### src/rtl/frame_buffer_pkg.sv
// Shared definitions for the ping-pong frame buffer: default geometry and the
// read-side FSM encoding.
package frame_buffer_pkg;

    localparam int NDATA_DEF     = 128;
    localparam int WIDTH_DEF     = 8;
    localparam int NDATA_LOG_DEF = $clog2(NDATA_DEF);

    typedef enum logic {
        ST_IDLE   = 1'b0,
        ST_STREAM = 1'b1
    } rd_state_e;

endpackage

### src/rtl/frame_buffer_bank_mem.sv
// Two-bank sample store: one synchronous write port and one combinational
// read port. Contents are never reset.
module frame_bank_mem
    import frame_buffer_pkg::*;
#(
    parameter int NDATA     = NDATA_DEF,
    parameter int WIDTH     = WIDTH_DEF,
    parameter int NDATA_LOG = $clog2(NDATA)
) (
    input  logic                 clk_i,
    input  logic                 we_i,
    input  logic                 wbank_i,
    input  logic [NDATA_LOG-1:0] waddr_i,
    input  logic [WIDTH-1:0]     wdata_i,
    input  logic                 rbank_i,
    input  logic [NDATA_LOG-1:0] raddr_i,
    output logic [WIDTH-1:0]     rdata_o
);

    logic [WIDTH-1:0] mem_q [2][NDATA];

    always_ff @(posedge clk_i) begin
        if (we_i) begin
            mem_q[wbank_i][waddr_i] <= wdata_i;
        end
    end

    assign rdata_o = mem_q[rbank_i][raddr_i];

endmodule

### src/rtl/frame_buffer.sv
// Ping-pong frame buffer: the counter writes samples by index into one bank
// while the other bank streams out in index order over valid/ready.
module frame_buffer
    import frame_buffer_pkg::*;
#(
    parameter int NDATA = NDATA_DEF,
    parameter int WIDTH = WIDTH_DEF
) (
    input  logic                         clk,
    input  logic                         rst,
    input  logic [$clog2(NDATA)-1:0]     idx,
    input  logic [WIDTH-1:0]             din,
    input  logic                         din_vld,
    output logic                         cnt_hold,
    output logic [WIDTH-1:0]             dout,
    output logic [$clog2(NDATA)-1:0]     dout_idx,
    output logic                         dout_vld,
    input  logic                         dout_rdy,
    output logic                         dout_last
);

    localparam int NDATA_LOG = $clog2(NDATA);
    localparam logic [NDATA_LOG-1:0] LAST_IDX = NDATA_LOG'(NDATA - 1);

    logic [1:0]           full_q, full_d;
    logic                 wbank_q, wbank_d;
    logic                 rbank_q, rbank_d;
    logic [NDATA_LOG-1:0] rptr_q, rptr_d;
    rd_state_e            state_q, state_d;
    logic [WIDTH-1:0]     dout_q, dout_d;
    logic [NDATA_LOG-1:0] dout_idx_q, dout_idx_d;
    logic                 dout_last_q, dout_last_d;
    logic                 dout_vld_q, dout_vld_d;

    logic                 wr_en;
    logic                 reg_free;
    logic [WIDTH-1:0]     rd_data;

    // Output handshake: a word transfers on an edge where dout_vld & dout_rdy;
    // while dout_vld & !dout_rdy the registered word and its tags hold stable.
    assign reg_free = ~dout_vld_q | dout_rdy;
    assign wr_en    = din_vld & ~full_q[wbank_q];
    assign cnt_hold = full_q[0] & full_q[1];

    frame_bank_mem #(
        .NDATA     (NDATA),
        .WIDTH     (WIDTH),
        .NDATA_LOG (NDATA_LOG)
    ) u_mem (
        .clk_i   (clk),
        .we_i    (wr_en),
        .wbank_i (wbank_q),
        .waddr_i (idx),
        .wdata_i (din),
        .rbank_i (rbank_q),
        .raddr_i (rptr_q),
        .rdata_o (rd_data)
    );

    always_comb begin
        full_d      = full_q;
        wbank_d     = wbank_q;
        rbank_d     = rbank_q;
        rptr_d      = rptr_q;
        state_d     = state_q;
        dout_d      = dout_q;
        dout_idx_d  = dout_idx_q;
        dout_last_d = dout_last_q;
        dout_vld_d  = dout_vld_q;

        if (wr_en && (idx == LAST_IDX)) begin
            full_d[wbank_q] = 1'b1;
            wbank_d         = ~wbank_q;
        end

        if (reg_free) begin
            dout_vld_d = 1'b0;
        end

        case (state_q)
            ST_IDLE: begin
                if (full_q[rbank_q]) begin
                    state_d = ST_STREAM;
                    rptr_d  = '0;
                end
            end
            ST_STREAM: begin
                if (reg_free) begin
                    dout_d      = rd_data;
                    dout_idx_d  = rptr_q;
                    dout_last_d = (rptr_q == LAST_IDX);
                    dout_vld_d  = 1'b1;
                    // The last word is already in the register, so the bank can be
                    // handed back to the writer on this same edge.
                    if (rptr_q == LAST_IDX) begin
                        full_d[rbank_q] = 1'b0;
                        rbank_d         = ~rbank_q;
                        rptr_d          = '0;
                        state_d         = full_q[~rbank_q] ? ST_STREAM : ST_IDLE;
                    end else begin
                        rptr_d = rptr_q + 1'b1;
                    end
                end
            end
            default: state_d = ST_IDLE;
        endcase
    end

    always_ff @(posedge clk) begin
        if (rst) begin
            full_q      <= '0;
            wbank_q     <= 1'b0;
            rbank_q     <= 1'b0;
            rptr_q      <= '0;
            state_q     <= ST_IDLE;
            dout_q      <= '0;
            dout_idx_q  <= '0;
            dout_last_q <= 1'b0;
            dout_vld_q  <= 1'b0;
        end else begin
            full_q      <= full_d;
            wbank_q     <= wbank_d;
            rbank_q     <= rbank_d;
            rptr_q      <= rptr_d;
            state_q     <= state_d;
            dout_q      <= dout_d;
            dout_idx_q  <= dout_idx_d;
            dout_last_q <= dout_last_d;
            dout_vld_q  <= dout_vld_d;
        end
    end

    assign dout      = dout_q;
    assign dout_idx  = dout_idx_q;
    assign dout_last = dout_last_q;
    assign dout_vld  = dout_vld_q;

endmodule

### config.mk
export PLATFORM = sky130hd
export DESIGN_NAME = frame_buffer
export DESIGN_NICKNAME = d
export VERILOG_FILES = /design/src/rtl/frame_buffer_pkg.sv /design/src/rtl/frame_buffer_bank_mem.sv /design/src/rtl/frame_buffer.sv
export SDC_FILE = /design/constraint.sdc
export NUM_CORES = 2
export LEC_CHECK = 0
export ABC_AREA = 1
export BUFFER_PORTS_ARGS = -buffer_cell sky130_fd_sc_hd__buf_2
export CORE_UTILIZATION = 45
export CTS_BUF_LIST = sky130_fd_sc_hd__clkbuf_8
export CTS_CLUSTER_SIZE = 40
export DETAILED_ROUTE_END_ITERATION = 12
export GPL_TIMING_DRIVEN = 0
export PLACE_DENSITY = 0.58
export RECOVER_POWER = 50
export REMOVE_ABC_BUFFERS = 1
export SYNTH_ARGS = -nofsm -noshare
export SYNTH_HDL_FRONTEND = slang
export SYNTH_SLANG_ARGS = --single-unit
### constraint.sdc
create_clock -name clk -period 5.3 [get_ports clk]
set_clock_uncertainty 0.15 [all_clocks]
set_input_delay 0.265 -clock clk [delete_from_list [all_inputs] [get_ports clk]]
set_output_delay 0.265 -clock clk [all_outputs]
set_load 0.02 [all_outputs]
Yosys cells after proc, flatten, opt, wreduce, memory -nomap -nowiden:

Memories as Yosys holds them, arrays and structs flattened. A register that Yosys moved wholly into a read port is not among the register bits.
Index checks and enable logic that the tools add are counted.

* register bits after elaboration: 29
* RAM bits: 2048
* output and inout port bits: 18
* memories: 1

* $add $sub $neg: 1
* $lt $le $gt $ge: 8
* equal/unequal tests: 4
* multiplexer cells: 35
* bitwise logic cells: 13
* reduce and logical (&&, ||, !) cells: 7

Memories
* u_mem.mem_q: words 2, width 1024, rd ports 1, clocked after memory_dff 1, write ports 1, line frame_buffer_bank_mem.sv:20 `logic [WIDTH-1:0] mem_q [2][NDATA];`

Operators with widths (number)
* 1024-bit 2-to-1 mux: 1
* 8-bit binary-select mux with 7-bit select: 1
* 8-bit demux with 7-bit select: 1
* 8-bit 2-to-1 mux: 3
* 7-bit 2-to-1 mux: 3
* 1-bit 2-to-1 mux: 18
* 8-bit >= comparator, second input constant: 2
* 7-bit inverter with 8-bit output: 2
* 7-bit == test, second input constant: 2
* 7-bit case mux with 2 select lines: 1
* 8-bit by 1-bit < comparator with 1-bit output, second input constant: 1
* 2-bit 2-to-1 mux: 4
* 7-bit by 1-bit adder with 7-bit output, second input constant: 1
* 1-bit by 2-bit < comparator with 1-bit output, second input constant: 3
* 1-bit inverter: 5
* 1-bit logical AND: 4
* 2-bit AND reduction: 2
* 3-bit AND reduction: 1
* 1-bit bitwise AND: 2
* 2-bit bitwise AND: 1
* 1-bit demux with 1-bit select: 2
* 1-bit >= comparator, second input constant: 2
* 2-bit by 1-bit != test with 1-bit output, second input constant: 1
* 2-bit != test, second input constant: 1
* other kinds (4): 4

Logic depth before layout (Yosys ltp):

* word-level depth: 10
* mapped depth: 16
* depth with buffers taken out: 13

Cells and area by module:

Synthesis repeated with hierarchy kept, for this count alone.

* cells, all modules: 7187
* area, all modules: 84881.4 µm²

By module, submodules not included
* frame_bank_mem: instances 1, cells each 7015, area each 83632.7 µm², seq. area each 61499.0 µm²
* frame_buffer: instances 1, cells each 172, area each 1248.7 µm², seq. area each 580.6 µm²

Worst setup path after synthesis:

Ideal clock, no wire load.

* path type: register to register
* start point: register wbank_q
* end point: memory u_mem.mem_q[0][100] (netlist name), enable pin
* setup time: 0.383 ns
* arrival: 1.730 ns
* slack: 3.037 ns
* stages on the path, launching flop included: 7
* buffers on the path: 1
* period minus slack after synthesis: 2.263 ns
* cell sequence: dfxtp_1 > inv_2 > o21ai_1 > a21oi_2 > nand2_1 > clkbuf_1 > nor3_1

* longest elaborated chain between the ends: 6

Ends and longest elaborated chain
* from (decl): line frame_buffer.sv:26 `logic wbank_q, wbank_d;`
* from (signal assigned): line frame_buffer.sv:122 `wbank_q <= wbank_d;`
* 1-bit 2-to-1 mux (implied by the code) (2 in series): line frame_buffer.sv:42 `assign wr_en = din_vld & ~full_q[wbank_q];`
* 1-bit inverter: line frame_buffer.sv:42
* 1-bit bitwise AND: line frame_buffer.sv:42
* 1-bit 2-to-1 mux: line frame_buffer_bank_mem.sv:23 `if (we_i) begin`
* 1024-bit 2-to-1 mux (implied by the code): line frame_buffer_bank_mem.sv:24 `mem_q[wbank_i][waddr_i] <= wdata_i;`
* to (decl): line frame_buffer_bank_mem.sv:20

Parallel ways exist; a longest one is shown, timed or not. The select of a mux whose other input is x is not followed.

Worst setup path after layout:

* start point: register wbank_q
* end point: memory u_mem.mem_q[1][479] (netlist name), enable pin

The elaborated chain is that of the path after synthesis.

==> flow_summary.json <==
{
  "netlist_top_cells_area": "edfxtp_1, nand2_1, nand3_1",
  "report.final.slew_viol_count": 1614,
  "firstDrtPassIters": 5,
  "ant_nets": 0,
  "relSlewSlack": -2.52,
  "yosysTopAreaCellShare": 0.725,
  "maxCapViolations": 17,
  "hold_viol_final": 0,
  "use_met2": 0.385,
  "tightest_slew_ns": 5.28,
  "power_mw": 31.1,
  "cts_made_buffers": 342,
  "setup_violations": 17,
  "yosysSeqAreaShare": 0.732,
  "setup-tns-final_ns": -0.206,
  "clock-sinks": 2078,
  "ios": 37,
  "fmax_mhz": 188,
  "grt_max_degree": 224,
  "synth_area_leader_cell": "edfxtp_1",
  "ctsHtreeMaxLevel": 5,
  "route.detailed.drc": 0,
  "initial_core_util": 0.452,
  "grt_pass1_wl_mm": 342,
  "insertion_delay_ns": 1.06,
  "cts_tree": "done",
  "place_inst": 9387,
  "postSynth.asyncResetShare": 0,
  "ys_ff_latch": 2078,
  "grt_overflow": 0,
  "violations": "capacitance limit, slew limit, setup timing",
  "fin_crit_ns": 5.32,
  "antenna_found_initial": 7,
  "fin_hold_ws_ns": 0.144,
  "wire_per_inst_um": 23.4,
  "powerDensity_nw_per_um2": 332,
  "met1_usage": 0.332,
  "end_kind": "flip-flop",
  "final_core_util": 0.499,
  "grt_pass1_vias": 52100,
  "gp_congestion": 0.783,
  "ys.flop_type": "edfxtp_1",
  "num_rows": 159,
  "port_buffers": 36,
  "synth_cells": 7275,
  "cp_data_required_time_ns": 5.79,
  "vias": 55200,
  "wirelength_mm": 234,
  "p_leak_nw": 33.2,
  "drive_gt1_frac": 0.0720,
  "dieArea_um2": 190000,
  "syn_to_final_growth_pct": 10.3,
  "fillCellCount": 16400,
  "synth_most_common_cell": "nand2_1",
  "vias_per_cell": 5.51,
  "core_um2": 188000,
  "period_share": 1.00,
  "grt-busiest-layer": "met2",
  "synth_cell_types": 32,
  "setup_ws_ns": -0.0236,
  "ir_drop_v": 0.000270,
  "cp.arrival_ns": 5.81,
  "pre_cts_ws_ns": -0.625,
  "track_usage": 0.240,
  "status": "finished, violations left",
  "dpl-instance-area_um2": 87600,
  "hpwl_mm": 127,
  "drt_iter0_drc": 5911,
  "cts_max_path_buffers": 4,
  "synth_enable_flop_cells": 2048,
  "cp_max_fo": 68,
  "synthTopCellsByCount": "nand2_1, edfxtp_1, nand3_1",
  "use_met3": 0.0453,
  "grt_setup_unrepaired": "yes",
  "yosysWarnings": 0,
  "min_path_type": "in -> reg",
  "cts_root_buffer": "clkbuf_8",
  "fin_area_um2": 93600,
  "crit_type": "reg -> reg",
  "die_h_um": 436,
  "die_w_um": 436,
  "syn_area_per_cell_um2": 11.7,
  "nets": 7290,
  "cp-start-kind": "flip-flop",
  "syn_area_um2": 84900,
  "clk_pin_slew_ns": 0.07,
  "fin_cells": 10000
}
## cells by family (layout without fill, tap and decap cells)
family | Yosys count | count (layout) | synth area share
AOI/OAI and AO/OA | 313 | 313 | 0.0203
xor gates and xnor gates | 1 | 1 | 0.000103
adders and majority gates | 1 | 1 | 0.000147
buffers and inverters | 529 | 757 | 0.0316
DFF | 2078 | 2078 | 0.732
other | 0 | 6 | 0
and+or+nand+nor | 4353 | 4353 | 0.216
## layout by cell type (no fill, tap or decap), types with 3 or more instances in the layout
cell type      count
clkbuf_1          11
a21boi_0          23
buf_16            40
clkinv_1          74
nor2_1            87
clkbuf_4           3
clkinvlp_4         4
o21ai_0           21
a21boi_1           5
clkbuf_8         358
nand3_1         1374
inv_1            154
clkinv_2          16
nand2_1         2664
nor3_2            22
buf_12            18
clkbuf_2           9
edfxtp_1        2048
bufinv_16          3
buf_2             31
dfxtp_4            6
inv_8              3
a21oi_1          231
dlygate4sd3_1     24
dfxtp_1           23
nand3_2            4
nor3_1           188
o211ai_1          28
nand2_2            9
diode_2            6
## worst max-delay path, cell delays in order (launching register included)
cell     delay [ns]
dfxtp_4        0.49
buf_16         0.27
buf_16         0.26
inv_12         0.46
buf_16         0.39
o21ai_1        0.20
a21oi_4        0.42
nand2_2        0.61
buf_12         0.40
nor3_1         0.93
## registers in the layout (all words and copies together), names as in the netlist, named ones only
| signal | cells |
|---|---|
| dout | 8 |
| dout_idx | 7 |
| dout_last | 1 |
| full_q | 2 |
| rbank_q | 1 |
| rptr_q | 7 |
| state_q | 1 |
| u_mem.mem_q | 2048 |
| wbank_q | 1 |
## what timing repair did
action | 4_1_cts | 5_1_grt
buffers inserted | 0 | 1
gates resized for setup | 14 | 8
hold buffers | 25 | 0
setup endpoints to repair | 2009 | 1137
hold endpoints to repair | 2008 | 0
gates cloned | 0 | 2
## cell type report
cell class | count | area [um^2] | share of cell area
flip-flops and latches | 2078 | 62100 | 0.664
multi-input cells | 4668 | 20200 | 0.216
well taps | 2495 | 3120 | 0.0333
diodes | 6 | 15.0 | 0.000160
clock buffers | 358 | 4930 | 0.0526
repair buffers | 140 | 2030 | 0.0217
clock inverters | 219 | 936 | 0.0100
inverters | 40 | 216 | 0.00231
## power by group
group | switching, mW | internal, mW | leakage (nW) | total (mW)
Clock | 6.17 | 6.32 | 3.45 | 12.5
Sequential | 0.00578 | 18.1 | 18.7 | 18.1
Combinational | 0.437 | 0.0583 | 11.1 | 0.495
## final timing paths
kind	slack, ns	depth (start not counted)	end	start
worst min-delay path	0.14	4	u_mem.mem_q[1][810]	idx[0]
worst min register to register	0.33	2	dout_idx[6]	dout_idx[6]
worst max register to register	-0.02	9	u_mem.mem_q[1][479]	wbank_q
worst max-delay path	-0.02	9	u_mem.mem_q[1][479]	wbank_q
## per-layer routing
layer,vias up,share of wire
met2,2141,0.48
met5,-,0
li1,25600,-
met4,0,0.025
met1,27000,0.43
met3,359,0.074
No activity file was read; power rests on OpenSTA's default activity.
